[config.mk]
export PLATFORM = sky130hd
export DESIGN_NAME = mul_lanes_pipe
export DESIGN_NICKNAME = d
export VERILOG_FILES = /design/src/rtl/mul_pkg.sv /design/src/rtl/mul_lane.sv /design/src/rtl/mul_lanes_pipe.sv
export SDC_FILE = /design/constraint.sdc
export NUM_CORES = 2
export LEC_CHECK = 0
export ABC_AREA = 1
export CAP_MARGIN = 20
export CORE_UTILIZATION = 60
export DETAILED_ROUTE_END_ITERATION = 8
export GPL_TIMING_DRIVEN = 1
export PLACE_DENSITY_LB_ADDON = 0.08
export SLEW_MARGIN = 20
export SYNTH_ARGS = -nofsm -noshare
export SYNTH_HDL_FRONTEND = slang
export SYNTH_SLANG_ARGS = --single-unit
[constraint.sdc]
create_clock -name clk -period 17.55 [get_ports clk]
set_input_delay 1.755 -clock clk [delete_from_list [all_inputs] [get_ports clk]]
set_output_delay 1.755 -clock clk [all_outputs]
set_load 0.1 [all_outputs]
[src/rtl/mul_pkg.sv]
// Shared constants and stage records for the multi-lane BF16/INT8 multiplier.
package mul_pkg;

   localparam logic MODE_BF16 = 1'b0;
   localparam logic MODE_INT8 = 1'b1;

   localparam int BF16_BIAS = 127;
   localparam logic [15:0] BF16_QNAN = 16'h7FC0;
   localparam logic [15:0] INT8_MAX = 16'h007F;
   localparam logic [15:0] INT8_MIN = 16'hFF80;

   typedef struct packed {
      logic              sign;
      logic              exc;
      logic              zero;
      logic [7:0]        ma;
      logic [7:0]        mb;
      logic signed [9:0] esum;
   } s1_t;

   typedef struct packed {
      logic              sign;
      logic              exc;
      logic              zero;
      logic [15:0]       prod;
      logic signed [9:0] esum;
   } s2_t;

   typedef struct packed {
      logic [15:0] res;
      logic        ovf;
      logic        unf;
      logic        exc;
   } s3_t;

endpackage

[src/rtl/mul_lane.sv]
// One multiplier lane: unpack, multiply, round/saturate registers.
module mul_lane
   import mul_pkg::*;
(
   input  logic        clk,
   input  logic        rst,
   input  logic        en1,
   input  logic        en2,
   input  logic        en3,
   input  logic        mode,
   input  logic        m1,
   input  logic        m2,
   input  logic [15:0] a,
   input  logic [15:0] b,
   output logic [15:0] res,
   output logic        ovf,
   output logic        unf,
   output logic        exc
);

   localparam logic signed [9:0] BIAS = 10'(BF16_BIAS);

   s1_t s1_d, s1_q;
   s2_t s2_d, s2_q;
   s3_t s3_d, s3_q;

   logic [7:0] ea, eb;

   always_comb begin
      ea = a[14:7];
      eb = b[14:7];
      s1_d = '0;
      if (mode == MODE_BF16) begin
         s1_d.sign = a[15] ^ b[15];
         s1_d.exc  = (ea == 8'hFF) | (eb == 8'hFF);
         s1_d.zero = (ea == 8'h00) | (eb == 8'h00);
         s1_d.ma   = {1'b1, a[6:0]};
         s1_d.mb   = {1'b1, b[6:0]};
         s1_d.esum = $signed({2'b00, ea})
                   + $signed({2'b00, eb})
                   - BIAS;
      end else begin
         s1_d.ma = a[7:0];
         s1_d.mb = b[7:0];
      end
   end

   logic signed [15:0] p_s;

   always_comb begin
      s2_d      = '0;
      s2_d.sign = s1_q.sign;
      s2_d.exc  = s1_q.exc;
      s2_d.zero = s1_q.zero;
      s2_d.esum = s1_q.esum;
      p_s = 16'($signed(s1_q.ma))
          * 16'($signed(s1_q.mb));
      if (m1 == MODE_INT8)
         s2_d.prod = p_s;
      else
         s2_d.prod = 16'(s1_q.ma) * 16'(s1_q.mb);
   end

   logic              norm, g, st, rnd, carry;
   logic [7:0]        mant;
   logic [8:0]        mr;
   logic [6:0]        frac;
   logic signed [9:0] ex;
   logic signed [15:0] ps;

   always_comb begin
      s3_d  = '0;
      norm  = s2_q.prod[15];
      mant  = norm ? s2_q.prod[15:8]
                   : s2_q.prod[14:7];
      g     = norm ? s2_q.prod[7]
                   : s2_q.prod[6];
      st    = norm ? |s2_q.prod[6:0]
                   : |s2_q.prod[5:0];
      rnd   = g & (st | mant[0]);
      mr    = {1'b0, mant} + {8'b0, rnd};
      carry = mr[8];
      // mantissa overflow only happens from 0xFF, so the fraction wraps to 0
      frac  = carry ? 7'b0 : mr[6:0];
      ex    = s2_q.esum
            + $signed({9'b0, norm})
            + $signed({9'b0, carry});
      ps    = $signed(s2_q.prod);
      if (m2 == MODE_INT8) begin
         if (ps > 16'sd127) begin
            s3_d.res = INT8_MAX;
            s3_d.ovf = 1'b1;
         end else if (ps < -16'sd128) begin
            s3_d.res = INT8_MIN;
            s3_d.unf = 1'b1;
         end else begin
            s3_d.res = s2_q.prod;
         end
      end else if (s2_q.exc) begin
         s3_d.res = BF16_QNAN;
         s3_d.exc = 1'b1;
      end else if (s2_q.zero) begin
         s3_d.res = {s2_q.sign, 15'b0};
      end else if (ex >= 10'sd255) begin
         s3_d.res = {s2_q.sign, 8'hFF, 7'b0};
         s3_d.ovf = 1'b1;
      end else if (ex <= 10'sd0) begin
         s3_d.res = {s2_q.sign, 15'b0};
         s3_d.unf = 1'b1;
      end else begin
         s3_d.res = {s2_q.sign, ex[7:0], frac};
      end
   end

   always_ff @(posedge clk or posedge rst) begin
      if (rst) begin
         s1_q <= '0;
         s2_q <= '0;
         s3_q <= '0;
      end else begin
         if (en1) s1_q <= s1_d;
         if (en2) s2_q <= s2_d;
         if (en3) s3_q <= s3_d;
      end
   end

   assign res = s3_q.res;
   assign ovf = s3_q.ovf;
   assign unf = s3_q.unf;
   assign exc = s3_q.exc;

endmodule

[src/rtl/mul_lanes_pipe.sv]
// Multi-lane BF16/INT8 multiplier: stall control, lanes, sticky flags, counter.
module mul_lanes_pipe
   import mul_pkg::*;
#(
   parameter int LANES = 4,
   parameter int CNT_W = 16
) (
   input  logic               clk,
   input  logic               rst,
   input  logic               i_vld,
   output logic               o_rdy,
   input  logic               i_mode,
   input  logic [16*LANES-1:0] i_a,
   input  logic [16*LANES-1:0] i_b,
   output logic               o_vld,
   input  logic               i_rdy,
   output logic [16*LANES-1:0] o_res,
   output logic [LANES-1:0]   o_ovf,
   output logic [LANES-1:0]   o_unf,
   output logic [LANES-1:0]   o_exc,
   input  logic               i_sticky_clr,
   output logic               o_sticky_ovf,
   output logic               o_sticky_unf,
   output logic               o_sticky_exc,
   output logic [CNT_W-1:0]   o_cnt
);

   logic v1, v2, v3;
   logic m1, m2;
   logic adv1, adv2, adv3;
   logic fire;

   // a stage moves when it is empty or its successor moves
   assign adv3  = ~v3 | i_rdy;
   assign adv2  = ~v2 | adv3;
   assign adv1  = ~v1 | adv2;
   assign o_rdy = adv1;
   assign o_vld = v3;
   assign fire  = v3 & i_rdy;

   always_ff @(posedge clk or posedge rst) begin
      if (rst) begin
         v1 <= 1'b0;
         v2 <= 1'b0;
         v3 <= 1'b0;
         m1 <= MODE_BF16;
         m2 <= MODE_BF16;
      end else begin
         if (adv1) begin
            v1 <= i_vld;
            m1 <= i_mode;
         end
         if (adv2) begin
            v2 <= v1;
            m2 <= m1;
         end
         if (adv3) v3 <= v2;
      end
   end

   for (genvar k = 0; k < LANES; k++) begin : gen_lane
      mul_lane u_lane (
         .clk  (clk),
         .rst  (rst),
         .en1  (adv1 & i_vld),
         .en2  (adv2 & v1),
         .en3  (adv3 & v2),
         .mode (i_mode),
         .m1   (m1),
         .m2   (m2),
         .a    (i_a[16*k +: 16]),
         .b    (i_b[16*k +: 16]),
         .res  (o_res[16*k +: 16]),
         .ovf  (o_ovf[k]),
         .unf  (o_unf[k]),
         .exc  (o_exc[k])
      );
   end

   always_ff @(posedge clk or posedge rst) begin
      if (rst) begin
         o_sticky_ovf <= 1'b0;
         o_sticky_unf <= 1'b0;
         o_sticky_exc <= 1'b0;
         o_cnt        <= '0;
      end else begin
         if (fire & |o_ovf)     o_sticky_ovf <= 1'b1;
         else if (i_sticky_clr) o_sticky_ovf <= 1'b0;
         if (fire & |o_unf)     o_sticky_unf <= 1'b1;
         else if (i_sticky_clr) o_sticky_unf <= 1'b0;
         if (fire & |o_exc)     o_sticky_exc <= 1'b1;
         else if (i_sticky_clr) o_sticky_exc <= 1'b0;
         if (fire) o_cnt <= o_cnt + 1'b1;
      end
   end

endmodule

==> metrics.txt <==
clk sinks=332; Final Hold Fails=0; Ys Warns=0; FF-to-FF path depth=19; Synth Flop Type=dfrtp_1; Hold WC Path Type=register to register; Max-slew headroom=25.7%; Die ar.=61,600 um^2; DR WL/cell=15.6 um; CP cell instances=clkdlybuf4s50_1 -> inv_1 -> nand2_1 -> nor2_2 -> nand2_1 -> clkdlybuf4s50_1; reg2reg end=gen_lane[2].u_lane.ps[14]; Post-Syn Area per Cell=7.37 um^2; antenna violations before repair=5; routed vias=31.1k; critical path peak fanout=5; register bit total from synthesis=332; GRT Total Usage=30.5%; Buf+Inv Stages, Crit Path=3; area grow syn2layout=10.7%; Std-Cell Rows=89; reg2reg setup slack=12,550 ps; H-Tree Level Count=2; post-CTS sizing=0; Placeable Area=59,500 um^2; startpoint types=input pin; setup bufs post-CTS=0; post-layout net count=5,808; Max Slew Vio Count=0; Routed Antenna Nets=0; drt first pass iters=6; Synth Cell Area=36,300 um^2; clock tree buffer depth=3; Async SR Flop Fraction=100%; Worst Skew=25.8 ps; delay-heaviest family, CP=buffers and inverters; initial drt markers=2,036; Synth cell types=53; IO buf count=230; CP Launch Point=i_rdy; TritonCTS clock tree=done; Die Y=248 um; number of global-route vias before repair=30.4k; largest net degree at the start of global routing=114; most area-hungry cell type in the Yosys netlist=dfrtp_1; crit path max-delay cell type=clkdlybuf4s50_1; latest clock arrival within the worst-skew pair=580 ps; worst slew pin tran=1110 ps; status=complete, no violations; DR vias/cell=5.32; minimum clock period=5530 ps; final cell count without fillers=5,848; Syn Nets=5,696; Worst setup EP type=output port; DP Cell Count=5,776; crit share post-route=31.5%; R2R Path Start=gen_lane[2].u_lane.s1_q[17]; maxcap violations=0; hold-critical path depth=1; worst hold slack=469 ps; HPWL Detailed=72,800 um; fmax=0.181 GHz; RePlAce Congestion=0.923; DRT Wirelength=91,000 um; RSZ-0062 raised after global routing=no; Hold Buf Count CTS=0; Seq/Total Area, Yosys=22.9%; share of layout cells above drive strength 1=3.25%; first-pass GRT wire length=150,000 um; Worst-path clk slew=60 ps; required time of the critical path=15,790 ps; total global routing overflow=0; clk root buf=clkbuf_16; max incr delay on CP=1170 ps; filler cell count=5,224; Final Setup Violations=0; Top-Level Pins=231; most area-consuming cells after synthesis=dfrtp_1, fa_1, nand2_1, inv_1, ha_1; starting density of the core=61.1%; Stages on worst setup path=6; CP endpoint=o_rdy; Post-synth EDFFs=0; share of the synthesized area in the top cell type=22.9%; WS Path Type=input pin to output port; setup TNS=0 ps; Syn Inst Count=4,933; Arr. time, crit path=3770 ps; DIE WIDTH=248 um; Num CTS Buffers=40; DRC=0
registers in the layout (all words and copies together), names as in the netlist:
register	count
gen_lane.u_lane.exc	4
gen_lane.u_lane.ovf	4
gen_lane.u_lane.ps	64
gen_lane.u_lane.res	64
gen_lane.u_lane.s1_q	116
gen_lane.u_lane.s2_q	52
gen_lane.u_lane.unf	4
m1	1
m2	1
o_cnt	16
o_sticky_exc	1
o_sticky_ovf	1
o_sticky_unf	1
o_vld	1
v1	1
v2	1
worst reg2reg max path: stages, from the launching register on:
cell and delay, ps:
dfrtp_1 500, clkinv_1 360, or2_2 400, fa_1 510, fa_1 540, inv_1 60
fa_1 500, inv_1 50, fa_1 490, inv_1 50, ha_1 310, inv_1 90
nor3_1 320, nand3_1 150, nand3_1 110, nand2_1 60, nand3_1 70, o21ai_0 120
nand2_1 70, o21ai_0 100
cell type report:
| cell class | instances | area [um^2] | share of cell area [%] |
|---|---|---|---|
| multi-input combinational | 3361 | 23200 | 57.7 |
| sequential | 332 | 8310 | 20.6 |
| inverter | 1067 | 4020 | 9.98 |
| timing repair buffer | 243 | 2400 | 5.96 |
| clock buffer | 52 | 1120 | 2.78 |
| tap | 773 | 967 | 2.40 |
| clock inverter | 19 | 215 | 0.535 |
| antenna | 1 | 2.50 | 0.00622 |
worst min-delay path by stage:
stage / startpoint / slack, ps / end
6_report: o_cnt[15] / 470 / o_cnt[15]
5_1_grt: o_cnt[15] / 490 / o_cnt[15]
4_1_cts: gen_lane[3].u_lane.s1_q[8] / 470 / gen_lane[3].u_lane.s2_q[8]
3_5_place_dp: gen_lane[2].u_lane.s1_q[7] / 470 / gen_lane[2].u_lane.s1_q[7]
3_3_place_gp: o_cnt[15] / 460 / o_cnt[15]
2_1_floorplan: gen_lane[0].u_lane.s1_q[8] / 450 / gen_lane[0].u_lane.s1_q[8]
synthesized netlist by cell type, types with 13 or more instances:
| cell | instances |
|---|---|
| a21oi_1 | 188 |
| a31oi_1 | 41 |
| buf_2 | 27 |
| buf_4 | 16 |
| clkbuf_1 | 107 |
| dfrtp_1 | 332 |
| fa_1 | 348 |
| ha_1 | 281 |
| inv_1 | 1056 |
| nand2_1 | 1180 |
| nand3_1 | 206 |
| nand3b_1 | 23 |
| nand4_1 | 78 |
| nor2_1 | 407 |
| nor2_2 | 14 |
| nor3_1 | 38 |
| nor4_1 | 22 |
| o21ai_0 | 254 |
| o21bai_1 | 13 |
| o22ai_1 | 39 |
| or2_2 | 29 |
| xnor2_1 | 65 |
| xor2_1 | 37 |
logic make-up (layout without fill, tap and decap cells):
| logic type | count (synthesis) | in the layout | synth area share (%) |
|---|---|---|---|
| xor+xnor | 103 | 103 | 2.50 |
| mux | 3 | 3 | 0.0826 |
| buf+inv | 1240 | 1381 | 13.3 |
| fa+ha+maj | 629 | 629 | 28.8 |
| flops | 332 | 332 | 22.9 |
| simple gates | 2030 | 2030 | 23.5 |
| compound gates | 596 | 596 | 8.95 |
| other cells | 0 | 1 | 0 |
cells in the final DEF (no fill, tap or decap), drive strengths merged, types with 22 or more instances in the layout:
master / count
clkbuf: 52
xor2: 37
o21ai: 270
clkdlybuf4s50: 229
inv: 1066
nand3b: 23
o22ai: 39
nor2: 423
nor3: 40
a31oi: 41
or2: 29
dfrtp: 332
xnor2: 66
nand4: 79
nand3: 213
a21oi: 191
nor4: 22
ha: 281
fa: 348
nand2: 1193
through the flow:
stage | utilization [%] | worst slack (ps) | instance area [um^2]
after floorplan | - | 6600 | 36300
after global placement | 65.4 | 12030 | 38900
after detailed placement | 65.4 | 12040 | 38900
after CTS | 67.7 | 12030 | 40200
after global routing | 67.7 | 11920 | 40200
final | 67.7 | 12020 | 40200
layer usage:
layer  part of all wire [%]  GRT usage (%)
met1                     46           43.6
met2                     44           47.8
met3                    7.2           5.04
met4                    2.7           9.13
met5                  0.053              0
Power is not shown: default switching activity piles up to over one toggle a cycle in this logic, so the estimate is an artifact.
